## src/rtl/hazard_ctrl.sv

```systemverilog
// Hazard controller for the 5-stage pipeline: load-use bubbles, branch squash, halt parking, forwarding selects.
// Optional `HAZARD_PERF_EN adds stall_cnt/flush_cnt performance counters.
module hazard_ctrl #(
  parameter int unsigned LOAD_LAT = 1,
  parameter int unsigned REG_W    = 5
) (
  input  logic             clk,
  input  logic             rst,
  input  logic [REG_W-1:0] id_rs,
  input  logic [REG_W-1:0] id_rt,
  input  logic             id_use_rs,
  input  logic             id_use_rt,
  input  logic             ex_rw,
  input  logic             ex_mtr,
  input  logic [REG_W-1:0] ex_dst,
  input  logic             mem_rw,
  input  logic [REG_W-1:0] mem_dst,
  input  logic             br_taken,
  input  logic             halt_req,
  output logic             pc_stall,
  output logic             ifid_stall,
  output logic             ifid_flush,
  output logic             idex_stall,
  output logic             idex_flush,
  output logic [1:0]       forward1,
  output logic [1:0]       forward2,
  output logic             halted
`ifdef HAZARD_PERF_EN
  ,
  output logic [31:0]      stall_cnt,
  output logic [31:0]      flush_cnt
`endif
);

  typedef enum logic [1:0] {RUN, LU_STALL, HALT} state_e;

  localparam logic [2:0] LU_INIT = 3'(LOAD_LAT - 1);

  state_e     state_q, state_d;
  logic [2:0] cnt_q, cnt_d;
  logic       hit_rs, hit_rt, lu;

  // EX result beats MEM result; register 0 and unused operands never forward.
  function automatic logic [1:0] fwd_sel(input logic used, input logic [REG_W-1:0] src);
    if (!used || src == '0)                fwd_sel = 2'b00;
    else if (ex_rw && ex_dst == src)       fwd_sel = 2'b01;
    else if (mem_rw && mem_dst == src)     fwd_sel = 2'b10;
    else                                   fwd_sel = 2'b00;
  endfunction

  assign hit_rs = id_use_rs && (id_rs != '0) && (id_rs == ex_dst);
  assign hit_rt = id_use_rt && (id_rt != '0) && (id_rt == ex_dst);
  assign lu     = ex_rw && ex_mtr && (hit_rs || hit_rt);

  always_comb begin
    // NOTE: every output and next-state signal gets a default first so no path infers a latch.
    state_d    = state_q;
    cnt_d      = cnt_q;
    pc_stall   = 1'b0;
    ifid_stall = 1'b0;
    ifid_flush = 1'b0;
    idex_stall = 1'b0;
    idex_flush = 1'b0;
    halted     = 1'b0;
    forward1   = fwd_sel(id_use_rs, id_rs);
    forward2   = fwd_sel(id_use_rt, id_rt);

    unique case (state_q)
      RUN: begin
        if (br_taken) begin
          ifid_flush = 1'b1;
          idex_flush = 1'b1;
        end else if (halt_req) begin
          pc_stall   = 1'b1;
          ifid_stall = 1'b1;
          idex_flush = 1'b1;
          state_d    = HALT;
        end else if (lu) begin
          pc_stall   = 1'b1;
          ifid_stall = 1'b1;
          idex_flush = 1'b1;
          if (LOAD_LAT > 1) begin
            cnt_d   = LU_INIT;
            state_d = LU_STALL;
          end
        end
      end
      LU_STALL: begin
        if (br_taken) begin
          ifid_flush = 1'b1;
          idex_flush = 1'b1;
          cnt_d      = 3'd0;
          state_d    = RUN;
        end else begin
          pc_stall   = 1'b1;
          ifid_stall = 1'b1;
          idex_flush = 1'b1;
          cnt_d      = cnt_q - 3'd1;
          if (cnt_q <= 3'd1) state_d = RUN;
        end
      end
      HALT: begin
        pc_stall   = 1'b1;
        ifid_stall = 1'b1;
        idex_stall = 1'b1;
        halted     = 1'b1;
      end
      default: begin
        state_d = RUN;
        cnt_d   = 3'd0;
      end
    endcase

    // Reset squashes both pipeline registers and overrides everything else.
    if (rst) begin
      pc_stall   = 1'b0;
      ifid_stall = 1'b0;
      idex_stall = 1'b0;
      ifid_flush = 1'b1;
      idex_flush = 1'b1;
      forward1   = 2'b00;
      forward2   = 2'b00;
      halted     = 1'b0;
    end
  end

  always_ff @(posedge clk) begin
    // NOTE: sequential state uses non-blocking assignments so all flops see pre-edge values.
    if (rst) begin
      state_q <= RUN;
      cnt_q   <= 3'd0;
    end else begin
      state_q <= state_d;
      cnt_q   <= cnt_d;
    end
  end

`ifdef HAZARD_PERF_EN
  logic [31:0] stall_cnt_q, stall_cnt_d;
  logic [31:0] flush_cnt_q, flush_cnt_d;

  always_comb begin
    stall_cnt_d = stall_cnt_q;
    flush_cnt_d = flush_cnt_q;
    if (pc_stall && state_q != HALT)  stall_cnt_d = stall_cnt_q + 32'd1;
    if (br_taken && state_q != HALT)  flush_cnt_d = flush_cnt_q + 32'd1;
  end

  always_ff @(posedge clk) begin
    if (rst) begin
      stall_cnt_q <= 32'd0;
      flush_cnt_q <= 32'd0;
    end else begin
      stall_cnt_q <= stall_cnt_d;
      flush_cnt_q <= flush_cnt_d;
    end
  end

  assign stall_cnt = stall_cnt_q;
  assign flush_cnt = flush_cnt_q;
`endif

endmodule

```

## config.mk

```make
export PLATFORM = sky130hd
export DESIGN_NAME = hazard_ctrl
export DESIGN_NICKNAME = d
export VERILOG_FILES = /design/src/rtl/hazard_ctrl.sv
export SDC_FILE = /design/constraint.sdc
export NUM_CORES = 1
export LEC_CHECK = 0
export BUFFER_PORTS_ARGS = -buffer_cell sky130_fd_sc_hd__buf_4
export CAP_MARGIN = 10
export CORE_AREA = 2 2 39 41
export CTS_CLUSTER_DIAMETER = 200
export DETAILED_ROUTE_END_ITERATION = 12
export DIE_AREA = 0 0 41 43
export PLACE_DENSITY = 0.71
export SLEW_MARGIN = 20
export SYNTH_ARGS = -nofsm -noshare
export SYNTH_HDL_FRONTEND = slang
export SYNTH_SLANG_ARGS = --single-unit
```

## constraint.sdc

```tcl
create_clock -name clk -period 1.8 [get_ports clk]
set_input_delay 0.18 -clock clk [delete_from_list [all_inputs] [get_ports clk]]
set_output_delay 0.18 -clock clk [all_outputs]
set_load 0.02 [all_outputs]
```

== Yosys cells after proc, flatten, opt, wreduce, memory -nomap -nowiden ==
Cells that the tools add are included.

* Register bits after elaboration: 5
* Latch bits: 0
* Bits in writable memories: 0
* ROM bits: 0
* Input bits: 29
* Output and inout bits: 10
* Word-level logic and storage cells: 68
* Memories kept: 0

* Add/sub/neg operators: 1
* Multipliers: 0
* Div/mod/pow operators: 0
* Order comparisons: 1
* Eq/ne operators: 11
* Shifts and indexed selects: 0
* Muxes and demuxes: 29
* Bitwise gates (word level): 1
* Reduce and logical (&&, ||, !) cells: 23

{| class="wikitable"
|+ Operators with widths
! kind !! count
|-
| equality test 5 bit || 6
|-
| two-way mux 2 bit || 12
|-
| two-way mux 1 bit || 12
|-
| logical AND 1 bit || 10
|-
| zero test 5 bit || 2
|-
| nonzero test 5 bit || 2
|-
| one-hot mux 2 bit (3 select lines) || 1
|-
| one-hot mux 3 bit (2 select lines) || 1
|-
| != test 2 bit (second input constant) || 2
|-
| AND reduction 4 bit || 1
|-
| OR reduction 2 bit || 2
|-
| less-or-equal comparator 3 x 1 -> 1 bit (second input constant) || 1
|-
| logical OR 1 bit || 3
|-
| two-way mux 3 bit || 1
|-
| != test 3 bit (second input constant) || 1
|-
| one-hot mux 1 bit (3 select lines) || 1
|-
| subtractor 3 x 1 -> 3 bit (second input constant) || 1
|-
| equality test 2 x 1 -> 1 bit (second input constant) || 1
|-
| equality test 2 bit (second input constant) || 1
|-
| zero test 1 bit || 2
|-
| zero test 2 bit || 1
|-
| one-hot mux 1 bit (2 select lines) || 1
|-
| inverter 1 bit || 1
|}

== Depth between registers and ports, before layout ==
* Word-level depth: 10
* Gate-level depth with buffers: 6
* Depth with buffers taken out: 5

== Least setup slack after synthesis ==
No wires, ideal clock.

* Path kind: in2out
* Start point: input id_rs[2]
* End point: output pc_stall
* Arrival time: 1.497 ns
* Required time: 1.620 ns
* Setup slack: 0.123 ns
* Cell stages on the path: 6
* Path buffers: 1
* Path through: or4_1 > o21ai_2 > inv_2 > a22oi_2 > o22ai_1 > buf_4

* Cells in the longest elaborated chain, start to end: 10

{| class="wikitable"
|+ Ends and longest elaborated chain
! element !! line !! source
|-
| start: declaration || 9 || <nowiki>input logic [REG_W-1:0] id_rs,</nowiki>
|-
| nonzero test 5 bit || 51 || <nowiki>assign hit_rs = id_use_rs && (id_rs != '0) && (id_rs == ex_dst);</nowiki>
|-
| logical AND 1 bit || 51 ||
|-
| logical AND 1 bit (*) || 51 ||
|-
| logical OR 1 bit (*) || 53 || <nowiki>assign lu = ex_rw && ex_mtr && (hit_rs || hit_rt);</nowiki>
|-
| logical AND 1 bit (*) || 53 ||
|-
| two-way mux 1 bit (*) (3 in a row) || - ||
|-
| one-hot mux 1 bit (3 select lines) (*) || - ||
|-
| two-way mux 1 bit (*) || - ||
|-
| end: declaration || 20 || <nowiki>output logic pc_stall,</nowiki>
|}

Every way passes the cells marked *; elsewhere a longest branch is shown, timed or not.

== Worst setup path after layout ==
* Start point: input id_rs[3]
* End point: output pc_stall

* Cells in the longest elaborated chain, start to end: 10

{| class="wikitable"
|+ Ends and longest elaborated chain
! element !! line !! source
|-
| nonzero test 5 bit || 51 ||
|-
| logical AND 1 bit || 51 ||
|-
| logical AND 1 bit (*) || 51 ||
|-
| logical OR 1 bit (*) || 53 ||
|-
| logical AND 1 bit (*) || 53 ||
|-
| two-way mux 1 bit (*) || 78 || <nowiki>end else if (lu) begin</nowiki>
|-
| two-way mux 1 bit (*) || 73 || <nowiki>end else if (halt_req) begin</nowiki>
|-
| two-way mux 1 bit (*) || 70 || <nowiki>if (br_taken) begin</nowiki>
|-
| one-hot mux 1 bit (3 select lines) (*) || 68 || <nowiki>unique case (state_q)</nowiki>
|-
| two-way mux 1 bit (*) || 115 || <nowiki>if (rst) begin</nowiki>
|}

Marks and branches as above.

==> impl_metrics.toml <==
[run_status]
status = "completed"

[global_routing]
grt_max_degree = 7
grt_pass1_vias = 460
grt_first_pass_wirelength_um = 1900
grtUsageTotal_pct = 14.5
grt-ovfl-total = 0
antenna_found_initial = 0

[timing]
layout_min_cycle_time_ns = 1.74
period_share_pct = 96.7
clock_skew_ns = 0
holdWs_ns = 0.445
fmax_mhz = 574
rsz0062_at_grt = "no"
maxSlewViolCount = 0
worstMarginPinSlew_ns = 0.376
setup_tns_ns = 0
maxSlewHeadroom_pct = 74.7
hold_violations = 0
finalSetupViolCount = 0

[logic_synthesis]
synth-seq-area-share_pct = 4.92
synth_seq_cells = 1
synthCells = 54
synth_area_um2 = 407
synth_cell_types = 23
yosysWarnings = 0
synth_fp_nets = 83
syn_area_per_cell_um2 = 7.53

[detailed_routing]
first_pass_iters = 4
via_per_inst = 4.75
num_vias = 508
wl_um = 1200
wl_per_cell_um = 11.2
first_iter_violations = 7
drtAntennaViolNets = 0
drc_errors = 0

[power]
p_sw_share_pct = 39.1
leakage_uw = 0.000345
cell_internal_pwr_uw = 114
peakVddDrop_v = 0.000134
pwr-share-comb_pct = 86.5
seqPwrFrac_pct = 13.5
power_density_nw_per_um2 = 253
power_frac_clock_pct = 0
p_switching_uw = 72.9

[setup_path]
cp_slowest_stage_delay_ns = 0.52
cp-end-kind = "output port"
cp.required_ns = 1.62
slowest_stage = "or4_4"
critical_path.cell_chain = "buf_4, or4_4, o21ai_4, inv_2, a22oi_2, o22ai_2, buf_6"
cp_top_family = "compound AO/OA/AOI/OAI gates"
worstPathArrival_ns = 1.56
crit_buf_inv = 3
critPathMaxFanout = 3
start_kind = "input port"
crit_type = "in2out"

[die]
core_area_um2 = 1380
die_w_um = 41
io_pins = 39
die-area_um2 = 1760
rows = 14
die_height_um = 43
start_util_pct = 29.4

[placed_design]
hpwl_um = 1090
port_buffers = 38
place.gp.congestion = 0.756

[finish]
insertedDiodeCount = 0
num-fill-cells = 144
final_common_cell = "buf_4"
final_cell_mix = "buf_4, xor2_1, xnor2_1"
nets = 122
largest_register_ffs = 1
drive_gt1_share_pct = 49.5
regArea_um2 = 20.0
synthToLayoutAreaGrowth_pct = 81.2
largest_register = "state_q"
multi_input_comb_area_um2 = 374
top_regs = "state_q: 1 flops"

[job]
cap_violations = 0

[clock_network]
clk_pin_slew_ns = 0
clock_latency_ns = 0

[min_path]
hold_class = "in2reg"
what timing repair did:
item                       4_1_cts  5_1_grt
gates resized for setup          0        7
buffers inserted                 0        1
hold buffers                     0        0
setup endpoints to repair        0        2
worst paths after layout:
kind	startpoint	depth (start not counted)	endpoint	slack (ns)
min	halt_req	3	state_q[1]	0.45
max	id_rs[3]	7	pc_stall	0.06
min reg2reg	state_q[1]	2	state_q[1]	0.54
max reg2reg	state_q[1]	4	state_q[1]	0.86
power groups by stage:
stage,Clock (uW),Combinational [uW],Sequential [uW]
after floorplan,0,69.6,24.9
after global placement,0,150,25.0
after detailed placement,0,152,25.1
after CTS,0,152,25.1
after global routing,0,175,25.3
final,0,161,25.1
layout make-up:
type	instances	share of cell area (%)
Timing Repair Buffer	39	41.8
Sequential cell	1	2.72
Inverter	4	2.04
Tap cell	16	2.72
Multi-Input combinational cell	47	50.8
worst reg2reg max path, delay by kind of cell, from the launching register on:
family / cells / cell delay (ns)
flops: 1 / 0.33
compound gates: 1 / 0.24
buf+inv: 2 / 0.18
simple gates: 1 / 0.12
synth_stat cells:
| master | count | area share [%] |
|---|---|---|
| nand3_1 | 5 | 6.2 |
| a211oi_1 | 1 | 1.8 |
| o21a_1 | 1 | 1.8 |
| xnor2_1 | 7 | 15 |
| nand2b_1 | 1 | 1.5 |
| xor2_1 | 13 | 28 |
| nor3b_1 | 1 | 1.8 |
| nor4_1 | 2 | 3.1 |
| buf_4 | 2 | 3.7 |
| inv_2 | 1 | 0.92 |
| or4_1 | 2 | 3.7 |
| nor2_1 | 2 | 1.8 |
| nand4b_1 | 1 | 2.2 |
| a22oi_2 | 1 | 3.1 |
| o22ai_1 | 1 | 1.5 |
| dfxtp_1 | 1 | 4.9 |
| inv_1 | 3 | 2.8 |
| nand2_1 | 1 | 0.92 |
| nor3_1 | 2 | 2.5 |
| and4b_1 | 2 | 4.9 |
| o21ai_2 | 1 | 2.2 |
| a21oi_1 | 2 | 2.5 |
| o211ai_2 | 1 | 3.1 |
through the flow:
stage | utilization (%) | instance area, um^2 | total power [uW] | worst slack [ns] | std cells
5_1_grt | 53.3 | 737 | 200 | 0.00545 | 107
4_1_cts | 50.4 | 697 | 177 | 0.0972 | 106
3_3_place_gp | 50.4 | 697 | 175 | 0.116 | 106
2_1_floorplan | - | 407 | 94.5 | 0.123 | 54
6_report | 53.3 | 737 | 186 | 0.0591 | 107
3_5_place_dp | 50.4 | 697 | 177 | 0.0989 | 106
cell families after synthesis:
group | after synthesis | synth area share, %
flip-flops | 1 | 4.92
AND/OR/NAND/NOR | 19 | 28.6
buffers and inverters | 6 | 7.38
AO/OA/AOI/OAI | 8 | 16.0
XOR/XNOR | 20 | 43.1
per-layer routing:
| metal | global-route usage, % | wire length (um) |
|---|---|---|
| met5 | 0 | 0 |
| met4 | 0 | 0 |
| met3 | 0.524 | 75 |
| met2 | 25.3 | 615 |
| met1 | 20.0 | 503 |
(Power assumes the default switching activity.)
